==> src/rtl/sound_pkg.sv <==
// Shared sound definitions: arbiter state encoding, active_src codes,
// requester bundle type and default note half-periods in 100 MHz cycles.
// The note constants will also be used by later BGM work.
package sound_pkg;

  localparam int CW_DEF = 32;

  typedef enum logic [2:0] {
    ST_IDLE  = 3'd0,
    ST_BGM   = 3'd1,
    ST_FIRE  = 3'd2,
    ST_HIT   = 3'd3,
    ST_CLEAR = 3'd4
  } state_e;

  localparam logic [1:0] SRC_NONE  = 2'b00;
  localparam logic [1:0] SRC_FIRE  = 2'b01;
  localparam logic [1:0] SRC_HIT   = 2'b10;
  localparam logic [1:0] SRC_CLEAR = 2'b11;

  // One bit per event requester, highest priority first.
  typedef struct packed {
    logic clear;
    logic hit;
    logic fire;
  } snd_req_t;

  localparam int FIRE_HALF_DEF   = 50000;
  localparam int HIT_HALF_DEF    = 100000;
  localparam int CLEAR_HALF0_DEF = 95556;
  localparam int CLEAR_HALF1_DEF = 75843;
  localparam int CLEAR_HALF2_DEF = 63776;
  localparam int BGM_HALF_A_DEF  = 113636;
  localparam int BGM_HALF_B_DEF  = 151686;

  // BGM counts as "no source".
  function automatic logic [1:0] src_of(input state_e s);
    case (s)
      ST_FIRE:  src_of = SRC_FIRE;
      ST_HIT:   src_of = SRC_HIT;
      ST_CLEAR: src_of = SRC_CLEAR;
      default:  src_of = SRC_NONE;
    endcase
  endfunction

endpackage

==> src/rtl/tone_gen.sv <==
// Square-wave generator with a programmable half-period.
//   clk, reset   : clock, async active-high reset
//   restart      : zero the phase counter and force out low on this edge
//   half_period  : half-period in clk cycles (must be nonzero)
//   out          : square wave; first toggle half_period cycles after restart
module tone_gen #(
  parameter int CW = 32
) (
  input  logic          clk,
  input  logic          reset,
  input  logic          restart,
  input  logic [CW-1:0] half_period,
  output logic          out
);

  logic [CW-1:0] cnt;

  always_ff @(posedge clk or posedge reset) begin
    if (reset) begin
      cnt <= '0;
      out <= 1'b0;
    end else if (restart) begin
      cnt <= '0;
      out <= 1'b0;
    end else if (cnt == half_period - CW'(1)) begin
      cnt <= '0;
      out <= ~out;
    end else begin
      cnt <= cnt + CW'(1);
    end
  end

endmodule

==> src/rtl/buzz_arbiter.sv <==
// Piezo sound arbiter: shares buzz between clear fanfare, hit, fire and BGM.
//   clk, reset   : 100 MHz clock, async active-high reset
//   sound_en     : 0 mutes (buzz low at once, idle and pending cleared next edge)
//   fire_req, hit_req, clear_req : async levels, rising edge requests a tone
//   bgm_en       : BGM plays while no event tone is active
//   buzz         : square wave to the piezo
//   busy         : an event tone (clear/hit/fire) is playing
//   active_src   : 00 none/BGM, 01 fire, 10 hit, 11 clear
// Priority clear > hit > fire > BGM; lower requests wait in one-deep latches.
module buzz_arbiter
  import sound_pkg::*;
#(
  parameter int FIRE_HALF      = FIRE_HALF_DEF,
  parameter int FIRE_CYC       = 5000000,
  parameter int HIT_HALF       = HIT_HALF_DEF,
  parameter int HIT_CYC        = 10000000,
  parameter int CLEAR_HALF0    = CLEAR_HALF0_DEF,
  parameter int CLEAR_HALF1    = CLEAR_HALF1_DEF,
  parameter int CLEAR_HALF2    = CLEAR_HALF2_DEF,
  parameter int CLEAR_NOTE_CYC = 15000000,
  parameter int BGM_HALF_A     = BGM_HALF_A_DEF,
  parameter int BGM_HALF_B     = BGM_HALF_B_DEF,
  parameter int BGM_NOTE_CYC   = 25000000,
  parameter int CW             = CW_DEF
) (
  input  logic       clk,
  input  logic       reset,
  input  logic       sound_en,
  input  logic       fire_req,
  input  logic       hit_req,
  input  logic       clear_req,
  input  logic       bgm_en,
  output logic       buzz,
  output logic       busy,
  output logic [1:0] active_src
);

  // 2-flop synchronizer plus one history flop for edge detect.
  logic [2:0] s1, s2, s3;
  snd_req_t   rise;

  always_ff @(posedge clk or posedge reset) begin
    if (reset) begin
      s1 <= '0;
      s2 <= '0;
      s3 <= '0;
    end else begin
      s1 <= {clear_req, hit_req, fire_req};
      s2 <= s1;
      s3 <= s2;
    end
  end

  assign rise = snd_req_t'(s2 & ~s3 & {3{sound_en}});

  state_e        state, nxt_state, top;
  logic [CW-1:0] dur, nxt_dur;
  logic [1:0]    note, nxt_note;
  logic          pend_h, pend_f, nxt_ph, nxt_pf;
  logic          restart, done, free;
  snd_req_t      cand;

  always_comb begin
    done = 1'b0;
    case (state)
      ST_FIRE:  done = (dur == CW'(FIRE_CYC - 1));
      ST_HIT:   done = (dur == CW'(HIT_CYC - 1));
      ST_CLEAR: done = (dur == CW'(CLEAR_NOTE_CYC - 1)) && (note == 2'd2);
      default:  done = 1'b0;
    endcase
    // "free": nothing will be playing after this edge unless we pick something.
    free = done || (state == ST_IDLE) || (state == ST_BGM);
    // Pending latches only compete once the current event has ended.
    cand.clear = rise.clear;
    cand.hit   = rise.hit  | (free & pend_h);
    cand.fire  = rise.fire | (free & pend_f);
    top = cand.clear ? ST_CLEAR : cand.hit ? ST_HIT : cand.fire ? ST_FIRE : ST_IDLE;

    // Default: continue the current tone.
    nxt_state = state;
    nxt_dur   = dur + CW'(1);
    nxt_note  = note;
    nxt_ph    = pend_h | rise.hit;
    nxt_pf    = pend_f | rise.fire;
    restart   = 1'b0;
    if (state == ST_CLEAR && dur == CW'(CLEAR_NOTE_CYC - 1)) begin
      nxt_dur  = '0;
      nxt_note = note + 2'd1;
      restart  = 1'b1;
    end
    if (state == ST_BGM && dur == CW'(BGM_NOTE_CYC - 1)) begin
      nxt_dur  = '0;
      nxt_note = {1'b0, ~note[0]};
      restart  = 1'b1;
    end

    if (!sound_en) begin
      nxt_state = ST_IDLE;
      nxt_dur   = '0;
      nxt_note  = '0;
      nxt_ph    = 1'b0;
      nxt_pf    = 1'b0;
      restart   = 1'b1;
    end else if (top != ST_IDLE && (free || top >= state)) begin
      // Preempt (higher) or restart (equal); the preempted event is dropped.
      nxt_state = top;
      nxt_dur   = '0;
      nxt_note  = '0;
      restart   = 1'b1;
      nxt_ph    = (pend_h | rise.hit)  & (top != ST_HIT);
      nxt_pf    = (pend_f | rise.fire) & (top != ST_FIRE);
    end else if (free && top == ST_IDLE && !(state == ST_BGM && bgm_en)) begin
      nxt_state = bgm_en ? ST_BGM : ST_IDLE;
      nxt_dur   = '0;
      nxt_note  = '0;
      restart   = 1'b1;
    end
  end

  always_ff @(posedge clk or posedge reset) begin
    if (reset) begin
      state      <= ST_IDLE;
      dur        <= '0;
      note       <= '0;
      pend_h     <= 1'b0;
      pend_f     <= 1'b0;
      busy       <= 1'b0;
      active_src <= SRC_NONE;
    end else begin
      state      <= nxt_state;
      dur        <= nxt_dur;
      note       <= nxt_note;
      pend_h     <= nxt_ph;
      pend_f     <= nxt_pf;
      busy       <= (nxt_state == ST_FIRE) || (nxt_state == ST_HIT) || (nxt_state == ST_CLEAR);
      active_src <= src_of(nxt_state);
    end
  end

  logic [CW-1:0] half;
  logic          tone;

  always_comb begin
    half = CW'(FIRE_HALF);
    case (state)
      ST_HIT:   half = CW'(HIT_HALF);
      ST_BGM:   half = note[0] ? CW'(BGM_HALF_B) : CW'(BGM_HALF_A);
      ST_CLEAR: half = (note == 2'd0) ? CW'(CLEAR_HALF0) :
                       (note == 2'd1) ? CW'(CLEAR_HALF1) : CW'(CLEAR_HALF2);
      default:  half = CW'(FIRE_HALF);
    endcase
  end

  tone_gen #(.CW(CW)) u_tone (
    .clk         (clk),
    .reset       (reset),
    .restart     (restart),
    .half_period (half),
    .out         (tone)
  );

  assign buzz = sound_en & tone & (state != ST_IDLE);

endmodule

==> config.mk <==
export PLATFORM = sky130hd
export DESIGN_NAME = buzz_arbiter
export DESIGN_NICKNAME = d
export VERILOG_FILES = /design/src/rtl/sound_pkg.sv /design/src/rtl/tone_gen.sv /design/src/rtl/buzz_arbiter.sv
export SDC_FILE = /design/constraint.sdc
export NUM_CORES = 1
export LEC_CHECK = 0
export CORE_UTILIZATION = 42
export DETAILED_ROUTE_END_ITERATION = 8
export PLACE_DENSITY_LB_ADDON = 0.05
export SLEW_MARGIN = 20
export SYNTH_ARGS = -nofsm -noshare
export SYNTH_HDL_FRONTEND = slang
export SYNTH_SLANG_ARGS = --single-unit
==> constraint.sdc <==
create_clock -name clk -period 3.8 [get_ports clk]
set_clock_uncertainty 0.2 [all_clocks]
set_input_delay 0.57 -clock clk [delete_from_list [all_inputs] [get_ports clk]]
set_output_delay 0.57 -clock clk [all_outputs]
set_load 0.01 [all_outputs]
Yosys cells after proc, flatten, opt, wreduce, memory -nomap -nowiden
Index checks and enable logic that the tools add are counted.
{"block": "totals", "regBits": 84, "input_bits": 7, "output_inout_bits": 4, "wordCells": 104}
{"block": "classes", "reduce_logical": 19, "mux": 36, "add_sub_neg": 4, "eq_ne": 17, "n_lt_le_gt_ge": 1, "bitwise_logic": 15}
{"cell": "32-bit two-way mux", "n": 7}
{"cell": "32-bit by 1-bit adder with 32-bit output, second input constant", "n": 2}
{"cell": "32-bit by 24-bit == test with 1-bit output, second input constant", "n": 2}
{"cell": "18-bit one-hot mux with 3 select lines", "n": 1}
{"cell": "17-bit two-way mux", "n": 2}
{"cell": "32-bit by 23-bit == test with 1-bit output, second input constant", "n": 1}
{"cell": "32-bit by 25-bit == test with 1-bit output, second input constant", "n": 1}
{"cell": "32-bit == test", "n": 1}
{"cell": "18-bit by 1-bit subtractor with 19-bit output, second input constant", "n": 1}
{"cell": "18-bit two-way mux", "n": 1}
{"cell": "2-bit two-way mux", "n": 7}
{"cell": "3-bit by 2-bit == test with 1-bit output, second input constant", "n": 4}
{"cell": "1-bit two-way mux", "n": 12}
{"cell": "3-bit two-way mux", "n": 4}
{"cell": "1-bit logical AND", "n": 7}
{"cell": "1-bit AND", "n": 6}
{"cell": "3-bit AND", "n": 2}
{"cell": "3-bit == test, second input constant", "n": 2}
{"cell": "3-bit logical NOT", "n": 2}
{"cell": "3-bit by 2-bit != test with 1-bit output, second input constant", "n": 2}
{"cell": "2-bit one-hot mux with 3 select lines", "n": 1}
{"cell": "3-bit nonzero test", "n": 2}
{"cell": "1-bit logical OR", "n": 5}
{"cell": "5-bit by 1-bit != test with 1-bit output, second input constant", "n": 1}
{"cell": "12 further kinds", "n": 16}

Logic depth before layout (Yosys ltp)
{"block": "depth", "depth_word": 19, "mapped_depth": 16}

By module
Synthesis repeated with hierarchy kept, for this count alone.
{"block": "unflattened", "hier_cells": 641, "hier_area_um2": 5596.6}
{"module": "buzz_arbiter", "area_each_um2": 2899.0, "cells_per_inst": 318, "instances": 1, "seq_area_each_um2": 1276.2}
{"module": "tone_gen", "area_each_um2": 2697.6, "cells_per_inst": 323, "instances": 1, "seq_area_each_um2": 825.8}

Worst setup path before layout
No wires, ideal clock.
{"block": "synth_timing", "kind": "register -> register", "startpoint": "reg dur[28]", "endpoint": "reg active_src[1]", "setup_slack_ns": -0.243, "t_arrival_ns": 3.718, "required_ns": 3.475, "stages_incl_launch_ff": 14, "setup_time_ns": 0.125, "synth_period_minus_slack_ns": 4.043, "cell_sequence": "dfrtp_1 > or4_1 > or3_1 > or4_4 > and3_4 > o21ai_0 > and2_1 > ha_1 > o21ai_0 > a21oi_1 > nand4b_1 > a32o_1 > nor2_1 > mux2_2"}
{"block": "synth_between", "elab_chain_len": 18}
{"element": "start: declaration", "line": "buzz_arbiter.sv:57", "text": "logic [CW-1:0] dur, nxt_dur;"}
{"element": "start signal: assignment", "line": "buzz_arbiter.sv:131", "text": "dur <= nxt_dur;"}
{"element": "32-bit by 24-bit == test with 1-bit output", "line": "buzz_arbiter.sv:68", "text": "ST_CLEAR: done = (dur == CW'(CLEAR_NOTE_CYC - 1)) && (note == 2'd2);"}
{"element": "1-bit logical AND", "line": "buzz_arbiter.sv:68"}
{"element": "1-bit one-hot mux with 3 select lines (*)", "line": "buzz_arbiter.sv:65", "text": "case (state)"}
{"element": "1-bit logical OR (*) (2 in a row)", "line": "buzz_arbiter.sv:72", "text": "free = done || (state == ST_IDLE) || (state == ST_BGM);"}
{"element": "parallel branches: the longest is 9 deep, another holds 3-bit >= comparator"}
{"element": "3-bit two-way mux (*)", "line": "buzz_arbiter.sv:104", "text": "end else if (top != ST_IDLE && (free || top >= state)) begin"}
{"element": "3-bit two-way mux (*)", "line": "buzz_arbiter.sv:97", "text": "if (!sound_en) begin"}
{"element": "3-bit == test / 3-bit by 2-bit == test with 1-bit output (equally long branches)", "line": "sound_pkg.sv:38", "text": "case (s)"}
{"element": "2-bit one-hot mux with 3 select lines (*)", "line": "sound_pkg.sv:38"}
{"element": "end signal: assignment", "line": "buzz_arbiter.sv:136", "text": "active_src <= src_of(nxt_state);"}
{"element": "end: declaration", "line": "buzz_arbiter.sv:35", "text": "output logic [1:0] active_src"}
Mark *: on every way between the ends.
A chain may end at the register's enable or synchronous reset.

Final worst setup path
{"block": "layout_timing", "startpoint": "reg dur[16]", "endpoint": "reg active_src[1]"}
The elaborated chain is that of the path after synthesis.

==> metrics.md <==
| Metric | Value |
|---|---|
| Ys async rst share | `100%` |
| Status | `complete, but fails checks` |
| Final Instance Area | `6060 sq um` |
| Final setup violation count | `42` |
| Comb pwr share | `a little over an eighth` |
| Hold Violations, Final | `0` |
| First-pass GRT wire length | `18600 microns` |
| Worst-Margin Slew | `0.670 ns` |
| Die Height | `approximately 110 microns` |
| Top_reg_cell synth | `dfrtp_1` |
| Clock buffer depth | `2` |
| Htree depth | `3` |
| Layout area overhead | `27.2%` |
| Startpoint types | `register` |
| Data required time at the worst endpoint | `3.83 ns` |
| CTS tree | `done` |
| Routed wire length | `11700 microns` |
| Synth warnings | `0` |
| Syn avg cell area | `9.30 sq um` |
| Net total in the final layout | `just over 600` |
| DP Area | `roughly 5400 sq um` |
| Fin crit period | `around 4 ns` |
| Crit path launch | `dur[16]` |
| CP delay by family, top | `simple AND/OR/NAND/NOR gates` |
| Reg2reg start | `dur[16]` |
| Net Count, Synth | `between 500 and 600` |
| Failing checks | `setup timing` |
| Crit path to | `active_src[1]` |
| Antenna violations before repair | `0` |
| Site row count | `38` |
| GP Congestion | `between 0.8 and 0.9` |
| Pre-Repair DR Iteration Count | `4` |
| Most common cell after layout, fill and taps aside | `dfrtp_1` |
| Placed insts | `just over 700` |
| Post-layout util | `55.4%` |
| Crit-path max FO | `4` |
| WL/cell | `roughly 16 microns` |
| Max-slew headroom | `55.3%` |
| Post-Syn Area | `about 4800 sq um` |
| Initial Utilization | `43.5%` |
| Max VDD drop | `approximately 190 uV` |
| Initial drt markers | `158` |
| Vias after detailed routing | `3960` |
| Pin count of the biggest net entering global routing | `48` |
| Die Wd | `between 100 and 150 microns` |
| Fin crit share | `105%` |
| Cell Chain, Critical Path | `or4_1 > or4_4 > or4_4 > and3_4 > o21ai_2 > and2_4 > ha_4 > nor2_2 > a211o_1 > nand4_1 > buf_4 > a21o_1 > a21oi_2 > mux2_4` |
| Buf+Inv Stages, Crit Path | `1` |
| Most frequent cells in the layout | `dfrtp_1, buf_4, nor2_1` |
| Critical Path Slowest Stage Cell | `or4_4` |
| Sw Ratio | `between 20% and 30%` |
| Power Internal | `~1500 uW` |
| Seq/Total Area, Yosys | `about 44%` |
| Ant diodes | `0` |
| Detail Route Antenna Nets | `0` |
| Clock power frac | `42.2%` |
| Max-cap viol count | `0` |
| DR vias/cell | `5.40` |
| CP Class | `reg2reg` |
| Setup ws final | `-0.182 ns` |
| Net Switching | `approximately 520 uW` |
| # port buffers | `10` |
| Crit-path most repeated cell | `or4_4` |
| Crit path arrival time | `around 4.0 ns` |
| Vias in the first global route | `roughly 3800` |
| Mapped Cells | `512` |
| Setup repair after global routing missed its margin | `true` |
| Clock slew at the register clock pins of the worst setup and hold paths | `0.06 ns` |
| Worst hold path class | `reg2reg` |
| Number of synthesized flops with an enable pin | `0` |
| Die ar. | `around 12000 sq um` |
| Cts bufs inserted | `9` |
| Cells on worst reg2reg path | `14` |
| Unique masters post-synth | `61` |
| Post-route insts no fill | `between 700 and 800` |
| Max Clk Rate | `between 200 and 300 MHz` |
| DPL Wire Length | `8090 microns` |
| Tot GR Track Use | `between 20% and 30%` |
| R2r endpoint | `active_src[1]` |
| Max stage delay on crit path | `0.57 ns` |
| CP Depth | `14` |
| Sink count of the clock tree | `84` |
| Drt drc | `0` |
| Total power draw | `roughly 2000 uW` |
| Grt total ovfl | `0` |
| FF+latch count, synth | `between 80 and 90` |
| Power Dens Cells | `~340 nW/um^2` |
| Pins Over Slew Limit | `0` |
| # IOs | `11` |
| Reg2reg setup slack | `-0.18 ns` |
| Pleak | `approximately 0.0025 uW` |
| Crit end category | `register` |
| Clk_lat worst skew | `about 0.35 ns` |
| Post-CTS Hold Buffers | `0` |
| Sequential share of power | `44.3%` |
| Core area | `between 10000 and 15000 sq um` |
| Clock Tree Root | `clkbuf_16` |
| Layout cells sized above 1 | `around 25%` |
-- metrics by stage --
| stage | worst slack [ns] | setup TNS [ns] | hold slack, ns |
|---|---|---|---|
| 6_report | -0.182 | -3.89 | 0.147 |
| 5_1_grt | -0.298 | -10.17 | 0.153 |
| 4_1_cts | -0.0542 | -0.444 | 0.151 |
| 3_5_place_dp | -0.0971 | -0.820 | 0.137 |
| 3_3_place_gp | -0.0239 | -0.0239 | 0.132 |
| 2_1_floorplan | 0.0148 | 0 | 0.131 |
-- power groups by stage --
stage / Sequential (uW) / Clock, uW / Combinational, uW
after floorplan: 931 / 0 / 140
after global placement: 930 / 0 / 219
after detailed placement: 930 / 0 / 219
after CTS: 914 / 892 / 232
after global routing: 915 / 931 / 304
final: 913 / 869 / 278
-- registers in the layout (all words and copies together) (netlist names) --
signal and flops:
u_tone.out 1, state 3, busy 1, s2 3
dur 32, s3 3, s1 3, pend_h 1
active_src 2, u_tone.cnt 32, pend_f 1, note 2
-- synth_stat cells (3+ instances only) --
library cell | count | area share (%)
nor2_1 | 91 | 7.2
dfrtp_1 | 84 | 44
xor2_1 | 41 | 7.5
nand2_1 | 34 | 2.7
nand3_1 | 32 | 3.4
xnor2_1 | 32 | 5.9
o21ai_0 | 16 | 1.7
nand4_1 | 15 | 2.0
a21oi_1 | 13 | 1.4
inv_1 | 12 | 0.95
and3_1 | 10 | 1.3
ha_1 | 10 | 2.6
clkbuf_1 | 9 | 0.71
nor3_1 | 9 | 0.95
nor4_1 | 7 | 0.92
or3_1 | 7 | 0.92
or4_1 | 7 | 1.1
and2_1 | 6 | 0.79
nor2b_1 | 6 | 0.79
nand4b_1 | 5 | 0.92
and4_1 | 4 | 0.74
buf_2 | 4 | 0.42
buf_6 | 3 | 0.71
nand2b_1 | 3 | 0.39
nand4bb_1 | 3 | 0.71
nor3b_1 | 3 | 0.47
o21a_1 | 3 | 0.47
-- timing repair --
| action | CTS | global route |
|---|---|---|
| setup buffers | 6 | 3 |
| pin swaps | 2 | 9 |
| gates resized for setup | 7 | 50 |
| endpoints found under the setup margin | 54 | 70 |
| gates cloned | 0 | 3 |
-- per-layer routing --
metal / part of all wire [%] / vias to the layer above / global-route usage (%)
li1: - / 1944 / -
met1: 49 / 1926 / 28.6
met2: 46 / 69 / 31.3
met3: 2.9 / 21 / 3.25
met4: 2.5 / 0 / 9.56
met5: 0 / - / 0
-- worst min-delay path by stage --
stage	from	to	cells after the start	slack, ns
3_5_place_dp	s1[1]	s2[1]	0	0.14
3_3_place_gp	s1[0]	s2[0]	0	0.13
5_1_grt	s1[0]	s2[0]	0	0.15
6_report	s1[0]	s2[0]	0	0.15
2_1_floorplan	s1[0]	s2[0]	0	0.13
4_1_cts	s1[1]	s2[1]	0	0.15
-- worst reg2reg max path, stage by stage (launching register included) --
cell	delay, ns
dfrtp_1	0.37
or4_1	0.51
or4_4	0.43
or4_4	0.57
and3_4	0.21
o21ai_2	0.14
and2_4	0.16
ha_4	0.12
nor2_2	0.05
a211o_1	0.34
nand4_1	0.18
buf_4	0.15
a21o_1	0.12
a21oi_2	0.05
mux2_4	0.26
-- logic make-up after synthesis --
logic type / after synthesis / synth area share (%)
DFF: 84 / 44.1
AOI/OAI and AO/OA: 55 / 7.96
buffers and inverters: 28 / 2.78
xor gates and xnor gates: 73 / 13.4
muxes: 3 / 0.657
and+or+nand+nor: 259 / 28.4
adders and majority gates: 10 / 2.63
-- layout make-up --
cell class,instances,area (sq um)
Clock buffer,12,236
Clock inverter,4,50.0
Fill cell,1007,4880
Inverter,12,46.3
Multi-Input combinational cell,400,2730
Sequential cell,84,2100
Tap cell,140,175
Timing Repair Buffer,81,719
Power figures use the tool's default switching activity.
